===== src/rtl/led_breath_sequencer.sv =====
// ============================================================================
//  led_breath_sequencer : PWM duty ramp sequencer (rise, hold, fall, hold)
//  Revision 1.0
// ============================================================================
`default_nettype none

module led_breath_sequencer #(
    parameter int DUTY_W       = 8,
    parameter int MIN_DUTY     = 0,
    parameter int MAX_DUTY     = 255,
    parameter int STEP_SIZE    = 1,
    parameter int STEP_DIV     = 1,
    parameter int HOLD_PERIODS = 16
) (
    input  logic              clk,
    input  logic              rst_n,
    input  logic              enable,
    input  logic              oneshot,
    input  logic              period_done,
    output logic [DUTY_W-1:0] duty,
    output logic              duty_load,
    output logic [2:0]        state,
    output logic              cycle_done
);

    typedef enum logic [2:0] {
        ST_IDLE      = 3'd0,
        ST_RAMP_UP   = 3'd1,
        ST_HOLD_HIGH = 3'd2,
        ST_RAMP_DOWN = 3'd3,
        ST_HOLD_LOW  = 3'd4
    } state_t;

    localparam int c_div_w  = (STEP_DIV > 1) ? $clog2(STEP_DIV) : 1;
    localparam int c_hold_w = (HOLD_PERIODS > 1) ? $clog2(HOLD_PERIODS) : 1;

    localparam logic [c_div_w-1:0]  c_div_last  = c_div_w'(STEP_DIV - 1);
    localparam logic [c_hold_w-1:0] c_hold_last = c_hold_w'((HOLD_PERIODS > 0) ? HOLD_PERIODS - 1 : 0);
    localparam logic [DUTY_W-1:0]   c_min_duty  = DUTY_W'(MIN_DUTY);
    localparam logic [DUTY_W-1:0]   c_max_duty  = DUTY_W'(MAX_DUTY);
    localparam logic [DUTY_W-1:0]   c_step      = DUTY_W'(STEP_SIZE);
    localparam logic [DUTY_W:0]     c_max_ext   = (DUTY_W+1)'(MAX_DUTY);
    localparam logic [DUTY_W:0]     c_step_ext  = (DUTY_W+1)'(STEP_SIZE);
    localparam logic [DUTY_W:0]     c_down_min  = (DUTY_W+1)'(MIN_DUTY + STEP_SIZE);

    state_t                state_q, state_d;
    logic [DUTY_W-1:0]     duty_q, duty_d;
    logic                  duty_load_q, duty_load_d;
    logic                  cycle_done_q, cycle_done_d;
    logic [c_div_w-1:0]    div_q, div_d;
    logic [c_hold_w-1:0]   hold_q, hold_d;
    logic                  lock_q, lock_d;

    logic                  w_step;
    logic                  w_end_cycle;
    logic [DUTY_W:0]       w_up_sum;
    logic [DUTY_W-1:0]     w_up_next;
    logic [DUTY_W-1:0]     w_down_next;

    // Ramp arithmetic carries one extra bit so saturation never wraps.
    assign w_step      = period_done && (div_q == c_div_last);
    assign w_up_sum    = {1'b0, duty_q} + c_step_ext;
    assign w_up_next   = (w_up_sum > c_max_ext) ? c_max_duty : w_up_sum[DUTY_W-1:0];
    assign w_down_next = ({1'b0, duty_q} >= c_down_min) ? (duty_q - c_step) : c_min_duty;

    always_comb begin
        state_d      = state_q;
        duty_d       = duty_q;
        cycle_done_d = 1'b0;
        div_d        = div_q;
        hold_d       = hold_q;
        lock_d       = lock_q;
        w_end_cycle  = 1'b0;

        case (state_q)
            ST_IDLE: begin
                if (!lock_q) begin
                    state_d = ST_RAMP_UP;
                    div_d   = '0;
                    hold_d  = '0;
                end
            end
            ST_RAMP_UP: begin
                if (period_done) begin
                    div_d = div_q + 1'b1;
                end
                if (w_step) begin
                    div_d  = '0;
                    duty_d = w_up_next;
                    if (w_up_next == c_max_duty) begin
                        state_d = (HOLD_PERIODS == 0) ? ST_RAMP_DOWN : ST_HOLD_HIGH;
                        hold_d  = '0;
                    end
                end
            end
            ST_HOLD_HIGH: begin
                if (period_done) begin
                    hold_d = hold_q + 1'b1;
                    if (hold_q == c_hold_last) begin
                        state_d = ST_RAMP_DOWN;
                        hold_d  = '0;
                        div_d   = '0;
                    end
                end
            end
            ST_RAMP_DOWN: begin
                if (period_done) begin
                    div_d = div_q + 1'b1;
                end
                if (w_step) begin
                    div_d  = '0;
                    duty_d = w_down_next;
                    if (w_down_next == c_min_duty) begin
                        hold_d = '0;
                        if (HOLD_PERIODS == 0) begin
                            w_end_cycle = 1'b1;
                        end else begin
                            state_d = ST_HOLD_LOW;
                        end
                    end
                end
            end
            ST_HOLD_LOW: begin
                if (period_done) begin
                    hold_d = hold_q + 1'b1;
                    if (hold_q == c_hold_last) begin
                        w_end_cycle = 1'b1;
                    end
                end
            end
            default: begin
                state_d = ST_IDLE;
                duty_d  = c_min_duty;
            end
        endcase

        // A oneshot stop parks in IDLE until enable is dropped and reasserted.
        if (w_end_cycle) begin
            cycle_done_d = 1'b1;
            div_d        = '0;
            hold_d       = '0;
            if (oneshot) begin
                state_d = ST_IDLE;
                lock_d  = 1'b1;
            end else begin
                state_d = ST_RAMP_UP;
            end
        end

        if (!enable) begin
            state_d      = ST_IDLE;
            duty_d       = c_min_duty;
            cycle_done_d = 1'b0;
            div_d        = '0;
            hold_d       = '0;
            lock_d       = 1'b0;
        end

        duty_load_d = (duty_d != duty_q);
    end

    always_ff @(posedge clk or negedge rst_n) begin
        if (!rst_n) begin
            state_q      <= ST_IDLE;
            duty_q       <= c_min_duty;
            duty_load_q  <= 1'b0;
            cycle_done_q <= 1'b0;
            div_q        <= '0;
            hold_q       <= '0;
            lock_q       <= 1'b0;
        end else begin
            state_q      <= state_d;
            duty_q       <= duty_d;
            duty_load_q  <= duty_load_d;
            cycle_done_q <= cycle_done_d;
            div_q        <= div_d;
            hold_q       <= hold_d;
            lock_q       <= lock_d;
        end
    end

    assign duty       = duty_q;
    assign duty_load  = duty_load_q;
    assign state      = state_q;
    assign cycle_done = cycle_done_q;

endmodule

`default_nettype wire


===== config.mk =====
export PLATFORM = sky130hd
export DESIGN_NAME = led_breath_sequencer
export DESIGN_NICKNAME = d
export VERILOG_FILES = /design/src/rtl/led_breath_sequencer.sv
export SDC_FILE = /design/constraint.sdc
export NUM_CORES = 1
export LEC_CHECK = 0
export ABC_AREA = 0
export BUFFER_PORTS_ARGS = -buffer_cell sky130_fd_sc_hd__buf_2
export CAP_MARGIN = 20
export CORE_MARGIN = 10
export CORE_UTILIZATION = 60
export CTS_BUF_LIST = sky130_fd_sc_hd__clkbuf_16
export DETAILED_ROUTE_END_ITERATION = 6
export PLACE_DENSITY = 0.81
export RECOVER_POWER = 100
export SYNTH_ARGS = -nofsm -noshare
export SYNTH_HDL_FRONTEND = slang
export SYNTH_SLANG_ARGS = --single-unit

===== constraint.sdc =====
create_clock -name clk -period 3.5 [get_ports clk]
set_input_delay 0.7 -clock clk [delete_from_list [all_inputs] [get_ports clk]]
set_output_delay 0.7 -clock clk [all_outputs]
set_load 0.01 [all_outputs]

==> run summary, run 1 <==
Largest family of logic cells by synthesized area -> compound AO/OA/AOI/OAI gates
Final worst-path cycle share -> 88.5%
Clk sink count -> 19
Placed Cells incl. Taps -> 305
Instance area at placement -> 0.00204 sq mm
Via-to-Cell Ratio -> 7.26
Number of fillers in the final layout -> 269
Count of state elements after synthesis -> 19
First-pass GRT wire length -> 9490 um
Relative area change from synthesis to final layout -> 6.53%
Wirelength, routed -> 6030 um
Highest achievable clock rate -> 323 MHz
Post-synth EDFFs -> 0
Layout cells sized above 1 -> 7.55%
Final instance area -> 0.00208 sq mm
CP top delay family -> simple AND/OR/NAND/NOR gates
Startpoint of the tightest hold check path -> hold_q[3]
Status -> finished clean
Nets -> 275
Iteration-0 DRC Markers -> 400
Cell with the biggest individual delay on the critical path -> sky130_fd_sc_hd__dfrtp_1
Predominant post-synthesis flop cell -> sky130_fd_sc_hd__dfrtp_1
Sw Ratio -> 48.0%
Net count after synthesis -> 271
Cts bufs inserted -> 3
Logic pwr share -> 56.2%
Share of total power in the clock network -> 19.6%
# port buffers -> 17
Skew final -> 0.00730 ns
CTS H-tree depth -> 1
Proportion of synthesized area in mux cells -> 2.18%
Tmin final -> 3.10 ns
Post-CTS Setup Repair Bufs -> 0
Worst reg2reg path endpoint -> hold_q[3]
Dpl hpwl -> 4180 um
Stage delay of the slowest cell on the critical path -> 0.62 ns
Post-synthesis share of cell area spent on and, or, nand and nor gates -> 29.7%
Fin. max-slew vios -> 0
Antenna Cells -> 0
Normalized max-slew margin -> 25.6%
Area of the die -> 0.00594 sq mm
Cells traversed along the worst timing path -> inv_1, ha_1, nor4b_1, and2_0, a31oi_1, o21a_1, or3_1, o41ai_1
Req. time, crit path -> 3.64 ns
Leak -> 0.845 nW
XOR/XNOR share of the synthesized area -> 2.24%
Number of antenna violations at the first check in global routing -> 0
Reported net switching power -> 0.000608 W
Via count of the first global-routing pass -> 1963
Share of flip-flops with an asynchronous set or reset -> 100%
Global router's overall resource usage -> 18.5%
DRC viols -> 0
Remaining global-route overflow -> 0
Number of non-filler instances in the completed layout -> 309
Detailed-route wire length per cell -> 19.5 um
Setup TNS -> 0 ns
Total number of vias -> 2243
Avg Synthesized Cell Area -> 7.46 sq um
Depth of the most critical reg-to-reg path -> 8
Signal arrival time at the worst endpoint -> 3.24 ns
Largest net degree at the start of global routing -> 27
Kind of capture point of the worst setup path -> flop
Horizontal die dimension -> 77.1 um
Complex-gate fraction of the synthesized area -> 30.7%
Worst-path maximum fanout -> 14
Actual transition at the worst max-transition pin -> 1.12 ns
Starting Density -> 63.5%
Area of the placeable core -> 0.00308 sq mm
Vertical extent of the die -> 77.1 um
Pwr dens -> 609 mW/mm^2
Top-level port count -> 18
Clk pin slew, worst setup/hold paths -> 0.06 ns
Part of the Yosys area used for sequential elements -> 24.3%
Worst Hold Path Cells -> 1
Post-synth design cell area -> 0.00196 sq mm
MaxCap Viol Count -> 0
Maximum buffer depth of the clock tree -> 2
Type of element launching the critical path -> flop
Unrepaired setup endpoints after global routing -> false
Total number of yosys warnings -> 0
Hold WC Path Type -> flop to flop
Final weighted congestion of routability-driven global placement -> 1.03
Post-synthesis cell count -> 262
Minimum setup slack in the final design -> 0.402 ns
Pre-CTS setup slack -> 0.528 ns
Number of iterations in the first detailed-routing pass -> 5
Number of nets with antenna violations after routing -> 0
Total power -> 0.00127 W
Clk Latency, worst-skew pair -> 0.26 ns
Setup violators final -> 0
Internal power -> 0.000660 W
Startpoint-to-endpoint class of the critical path -> flop to flop
Yosys cell types -> 57
Origin of the critical flop-to-flop path -> duty[1]
Capture endpoint of the worst hold path -> hold_q[3]
Count of instances resized after the clock tree is built -> 0
Max IR drop VDD -> 320 uV
Buffer and inverter count on the worst path -> 1
Fin. Hold Viols -> 0
Clock Root Buffer -> sky130_fd_sc_hd__clkbuf_16
Number of hold buffers added after CTS -> 0
Adder-cell share of the synthesized area -> 3.07%
Standard-cell rows -> 20
Reg-to-reg slack, setup -> 0.40 ns
TritonCTS clock tree -> yes
Register share of total power -> 24.2%
[logic make-up (layout without fill, tap and decap cells)]
kind of cell,after synthesis,count (layout)
buf+inv,36,39
xor+xnor,5,5
compound gates,90,90
fa+ha+maj,5,5
mux,4,4
flops,19,19
simple gates,103,103
[cell usage after synthesis (3+ instances only)]
library cell               number  area share [%]
sky130_fd_sc_hd__nand2b_1       7             2.2
sky130_fd_sc_hd__nor2_1        14             2.7
sky130_fd_sc_hd__and4_1         4             1.8
sky130_fd_sc_hd__a211oi_1       7             2.7
sky130_fd_sc_hd__o41ai_1        5             2.2
sky130_fd_sc_hd__clkbuf_1      20             3.8
sky130_fd_sc_hd__nand3_1       12             3.1
sky130_fd_sc_hd__a311oi_1       4             1.8
sky130_fd_sc_hd__a21o_1         3             1.2
sky130_fd_sc_hd__nand2_1       21             4.0
sky130_fd_sc_hd__nor4_1        10             3.2
sky130_fd_sc_hd__inv_1         11             2.1
sky130_fd_sc_hd__and3_1         6             1.9
sky130_fd_sc_hd__xnor2_1        4             1.8
sky130_fd_sc_hd__ha_1           4             2.6
sky130_fd_sc_hd__nand4_1        3            0.96
sky130_fd_sc_hd__nor2b_1        3            0.96
sky130_fd_sc_hd__a31oi_1        4             1.3
sky130_fd_sc_hd__nand3b_1       3             1.2
sky130_fd_sc_hd__nor3_1         4             1.0
sky130_fd_sc_hd__dfrtp_1       19              24
sky130_fd_sc_hd__o21ai_0       15             3.8
sky130_fd_sc_hd__a21oi_1       28             7.2
sky130_fd_sc_hd__and2_1         3            0.96
[stage by stage]
| step | hold WS, ns | utilization [%] |
|---|---|---|
| finish | 0.498 | 67.7 |
| global route | 0.541 | 67.7 |
| CTS | 0.402 | 68.8 |
| detailed placement | 0.493 | 66.2 |
| global placement | 0.488 | 66.2 |
| floorplan | 0.404 | - |
[metal layers]
layer | part of all wire, % | wire, um | track usage, % | up-vias
met4 | 4.0 | 244 | 7.85 | 0
met1 | 42 | 2520 | 25.5 | 1012
met3 | 12 | 719 | 4.08 | 41
met5 | 0 | 0 | 0 | -
li1 | - | - | - | 1003
met2 | 42 | 2550 | 26.8 | 187
[worst reg2reg max path: cells and delay by family (launching register included)]
| kind | cells | cell delay [ns] |
|---|---|---|
| and+or+nand+nor | 3 | 1.14 |
| AOI/OAI and AO/OA | 3 | 0.69 |
| DFF | 1 | 0.62 |
| buffers and inverters | 1 | 0.26 |
| adders and majority gates | 1 | 0.26 |
[worst max path at each step]
stage            start        end  slack (ns)  depth (start not counted)
6_report       duty[1]  hold_q[3]        0.40                          8
5_1_grt        duty[0]  hold_q[3]        0.18                          8
4_1_cts        duty[1]  hold_q[3]        0.51                          8
3_5_place_dp   duty[1]  hold_q[3]        0.53                          8
3_3_place_gp   duty[1]  hold_q[3]        0.59                          8
2_1_floorplan  duty[0]  hold_q[0]        0.54                         11
[power by group through the flow]
stage / Clock, W / Combinational, W / Sequential, W
final: 0.000249 / 0.000713 / 0.000307
after global routing: 0.000256 / 0.000774 / 0.000311
after CTS: 0.000246 / 0.000709 / 0.000304
after detailed placement: 0 / 0.000703 / 0.000308
after global placement: 0 / 0.000706 / 0.000305
after floorplan: 0 / 0.000554 / 0.000290
[cell type report]
| class | instances | area (sq um) | area share [%] |
|---|---|---|---|
| Multi-Input combinational cell | 207 | 1320 | 63.4 |
| Tap cell | 44 | 55.1 | 2.64 |
| Inverter | 11 | 41.3 | 1.98 |
| Clock buffer | 3 | 75.1 | 3.60 |
| Clock inverter | 1 | 5.00 | 0.240 |
| Timing Repair Buffer | 24 | 110 | 5.29 |
| Sequential cell | 19 | 475 | 22.8 |
[layout by cell type (no fill, tap or decap), types with 3 or more instances in the layout]
master,instances
sky130_fd_sc_hd__and4_1,4
sky130_fd_sc_hd__o21a_1,3
sky130_fd_sc_hd__a211oi_1,7
sky130_fd_sc_hd__nand3_1,12
sky130_fd_sc_hd__clkbuf_1,14
sky130_fd_sc_hd__nand2b_1,7
sky130_fd_sc_hd__ha_1,4
sky130_fd_sc_hd__o21ai_0,15
sky130_fd_sc_hd__nand3b_1,3
sky130_fd_sc_hd__buf_2,7
sky130_fd_sc_hd__a21o_1,3
sky130_fd_sc_hd__nor2b_1,3
sky130_fd_sc_hd__nor4_1,10
sky130_fd_sc_hd__and3_1,6
sky130_fd_sc_hd__nand4_1,3
sky130_fd_sc_hd__xnor2_1,4
sky130_fd_sc_hd__nand2_1,21
sky130_fd_sc_hd__nor2_1,14
sky130_fd_sc_hd__dfrtp_1,19
sky130_fd_sc_hd__inv_1,11
sky130_fd_sc_hd__o41ai_1,5
sky130_fd_sc_hd__a31oi_1,4
sky130_fd_sc_hd__a311oi_1,4
sky130_fd_sc_hd__nor3_1,4
sky130_fd_sc_hd__buf_4,3
sky130_fd_sc_hd__clkbuf_16,3
sky130_fd_sc_hd__a21oi_1,28
[state kept, by name (all words and copies together) (netlist names)]
name / cells
cycle_done: 1
div_q: 1
duty: 8
duty_load: 1
hold_q: 4
lock_q: 1
state: 3
Note: power is estimated with default switching activity, not from simulation.
==> inputs of run 2 (changes only) <==
ABC_AREA = not set   (was 0)
CORE_ASPECT_RATIO = 0.75   (was not set)
==> run summary, run 2 (synthesis gave the netlist of run 1 again) <==
Max IR drop VDD -> 343 uV (+7.3%)
Number of nets with antenna violations after routing -> 0 (unchanged)
Worst reg2reg path endpoint -> duty_load
Actual transition at the worst max-transition pin -> 1.14 ns (+0.0247 ns)
First-pass GRT wire length -> 9550 um (+0.58%)
# port buffers -> 17 (unchanged)
Tmin final -> 3.14 ns (+0.0443 ns)
Normalized max-slew margin -> 23.9% (-1.6 points)
Leak -> 0.846 nW (about the same)
Number of fillers in the final layout -> 283 (+5.2%)
Reg-to-reg slack, setup -> 0.36 ns (-0.04 ns)
Violated checks -> design-rule violations
Total power -> 0.00125 W (-1.4%)
Worst Hold Path Cells -> 1 (unchanged)
Vertical extent of the die -> 69.4 um (-9.9%)
Most frequent cells in the layout -> sky130_fd_sc_hd__a21oi_1 (28), sky130_fd_sc_hd__nand2_1 (21), sky130_fd_sc_hd__dfrtp_1 (19)
Antenna Cells -> 0 (unchanged)
Skew final -> 0.00198 ns (-0.00532 ns)
Clock Root Buffer -> sky130_fd_sc_hd__clkbuf_16
Depth of the most critical reg-to-reg path -> 9 (+1)
Cell with the biggest individual delay on the critical path -> sky130_fd_sc_hd__clkbuf_1
Kind of capture point of the worst setup path -> flop
Setup TNS -> 0 ns (unchanged)
Via count of the first global-routing pass -> 1899 (-3.3%)
Standard-cell rows -> 17 (-15%)
Startpoint-to-endpoint class of the critical path -> flop to flop
Final worst-path cycle share -> 89.8% (+1.3 points)
Iteration-0 DRC Markers -> 437 (+9.3%)
Clk sink count -> 19 (unchanged)
Wirelength, routed -> 5930 um (-1.8%)
Layout cells sized above 1 -> 7.17% (-0.38 points)
Highest achievable clock rate -> 318 MHz (-1.4%)
Status -> finished with violations
CP top delay family -> simple AND/OR/NAND/NOR gates
Unrepaired setup endpoints after global routing -> false
Stage delay of the slowest cell on the critical path -> 0.65 ns (+0.03 ns)
Buffer and inverter count on the worst path -> 2 (+1)
Global router's overall resource usage -> 18.9% (+0.43 points)
Largest net degree at the start of global routing -> 27 (unchanged)
Maximum buffer depth of the clock tree -> 2 (unchanged)
Remaining global-route overflow -> 0 (unchanged)
Pwr dens -> 602 mW/mm^2 (-1.2%)
Number of antenna violations at the first check in global routing -> 0 (unchanged)
Total number of vias -> 2203 (-1.8%)
Via-to-Cell Ratio -> 7.27 (+0.16%)
CTS H-tree depth -> 1 (unchanged)
Setup violators final -> 0 (unchanged)
Starting Density -> 64.3% (+0.76 points)
Fin. Hold Viols -> 0 (unchanged)
Flip-flop count of the largest register, all copies and words added -> 8 (unchanged)
DRC viols -> 1 (+1)
Clk Latency, worst-skew pair -> 0.25 ns (about the same)
Detailed-route wire length per cell -> 19.6 um (+0.17%)
Final weighted congestion of routability-driven global placement -> 0.970 (-5.6%)
Cts bufs inserted -> 3 (unchanged)
Post-CTS Setup Repair Bufs -> 0 (unchanged)
Area of the placeable core -> 0.00304 sq mm (-1.2%)
Count of instances resized after the clock tree is built -> 0 (unchanged)
Req. time, crit path -> 3.61 ns (-0.03 ns)
Horizontal die dimension -> 85.9 um (+11%)
Most common cell after layout, fill and taps aside -> sky130_fd_sc_hd__a21oi_1
Origin of the critical flop-to-flop path -> duty[0]
Number of iterations in the first detailed-routing pass -> 7 (+2)
Type of element launching the critical path -> flop
Worst-path maximum fanout -> 20 (+6)
Hold WC Path Type -> flop to flop
Number of hold buffers added after CTS -> 0 (unchanged)
Cells traversed along the worst timing path -> clkbuf_1, ha_1, nand4_1, o21ai_0, buf_4, nor4_1, or4_1, a311oi_1, nand4b_1
Startpoint of the tightest hold check path -> div_q
Signal arrival time at the worst endpoint -> 3.26 ns (+0.02 ns)
MaxCap Viol Count -> 0 (unchanged)
Capture endpoint of the worst hold path -> div_q
Area of the die -> 0.00597 sq mm (+0.39%)
Clk pin slew, worst setup/hold paths -> 0.06 ns (about the same)
Top-level port count -> 18 (unchanged)
Relative area change from synthesis to final layout -> 6.27%
Nets -> 275 (unchanged)
Dpl hpwl -> 4140 um (-1.0%)
TritonCTS clock tree -> yes
Fin. max-slew vios -> 0 (unchanged)
-- run 2: worst max path at each step --
stage | end | startpoint | depth (start not counted) | slack, ns
after floorplan | hold_q[0] | duty[0] | 11 | 0.54
after global placement | duty[4] | duty[1] | 8 | 0.74
after detailed placement | hold_q[3] | duty[1] | 8 | 0.63
after CTS | hold_q[3] | duty[1] | 8 | 0.61
after global routing | hold_q[3] | duty[0] | 7 | 0.21
final | duty_load | duty[0] | 9 | 0.36
-- run 2: where the power goes --
| group | internal (W) | switching, W | leakage [nW] |
|---|---|---|---|
| Combinational | 0.000255 | 0.000443 | 0.542 |
| Sequential | 0.000249 | 0.0000681 | 0.261 |
| Clock | 0.000152 | 0.0000834 | 0.0423 |
-- run 2: final cells by class --
class                           instances  area, sq um  area share [%]
Sequential cell                        19          475            22.9
Multi-Input combinational cell        207         1320            63.6
Inverter                               11         41.3            1.99
Clock buffer                            3         75.1            3.61
Timing Repair Buffer                   24          113            5.42
Tap cell                               38         47.5            2.29
Clock inverter                          1         3.75           0.181
-- run 2: per-stage QoR --
stage	util, %	instance area [sq um]	setup slack, ns	hold WS, ns	instances
2_1_floorplan	-	1960	0.544	0.404	262
3_3_place_gp	66.7	2030	0.740	0.481	299
3_5_place_dp	66.7	2030	0.630	0.506	299
4_1_cts	69.3	2110	0.615	0.419	303
5_1_grt	68.3	2080	0.208	0.555	303
6_report	68.3	2080	0.357	0.518	303
-- run 2: per-layer routing --
metal / wire length [um] / part of all wire [%] / up-vias / GRT usage (%)
li1: - / - / 1000 / -
met1: 2470 / 42 / 981 / 27.2
met2: 2370 / 40 / 206 / 25.4
met3: 1010 / 17 / 16 / 8.20
met4: 78 / 1.3 / 0 / 2.90
met5: 0 / 0 / - / 0
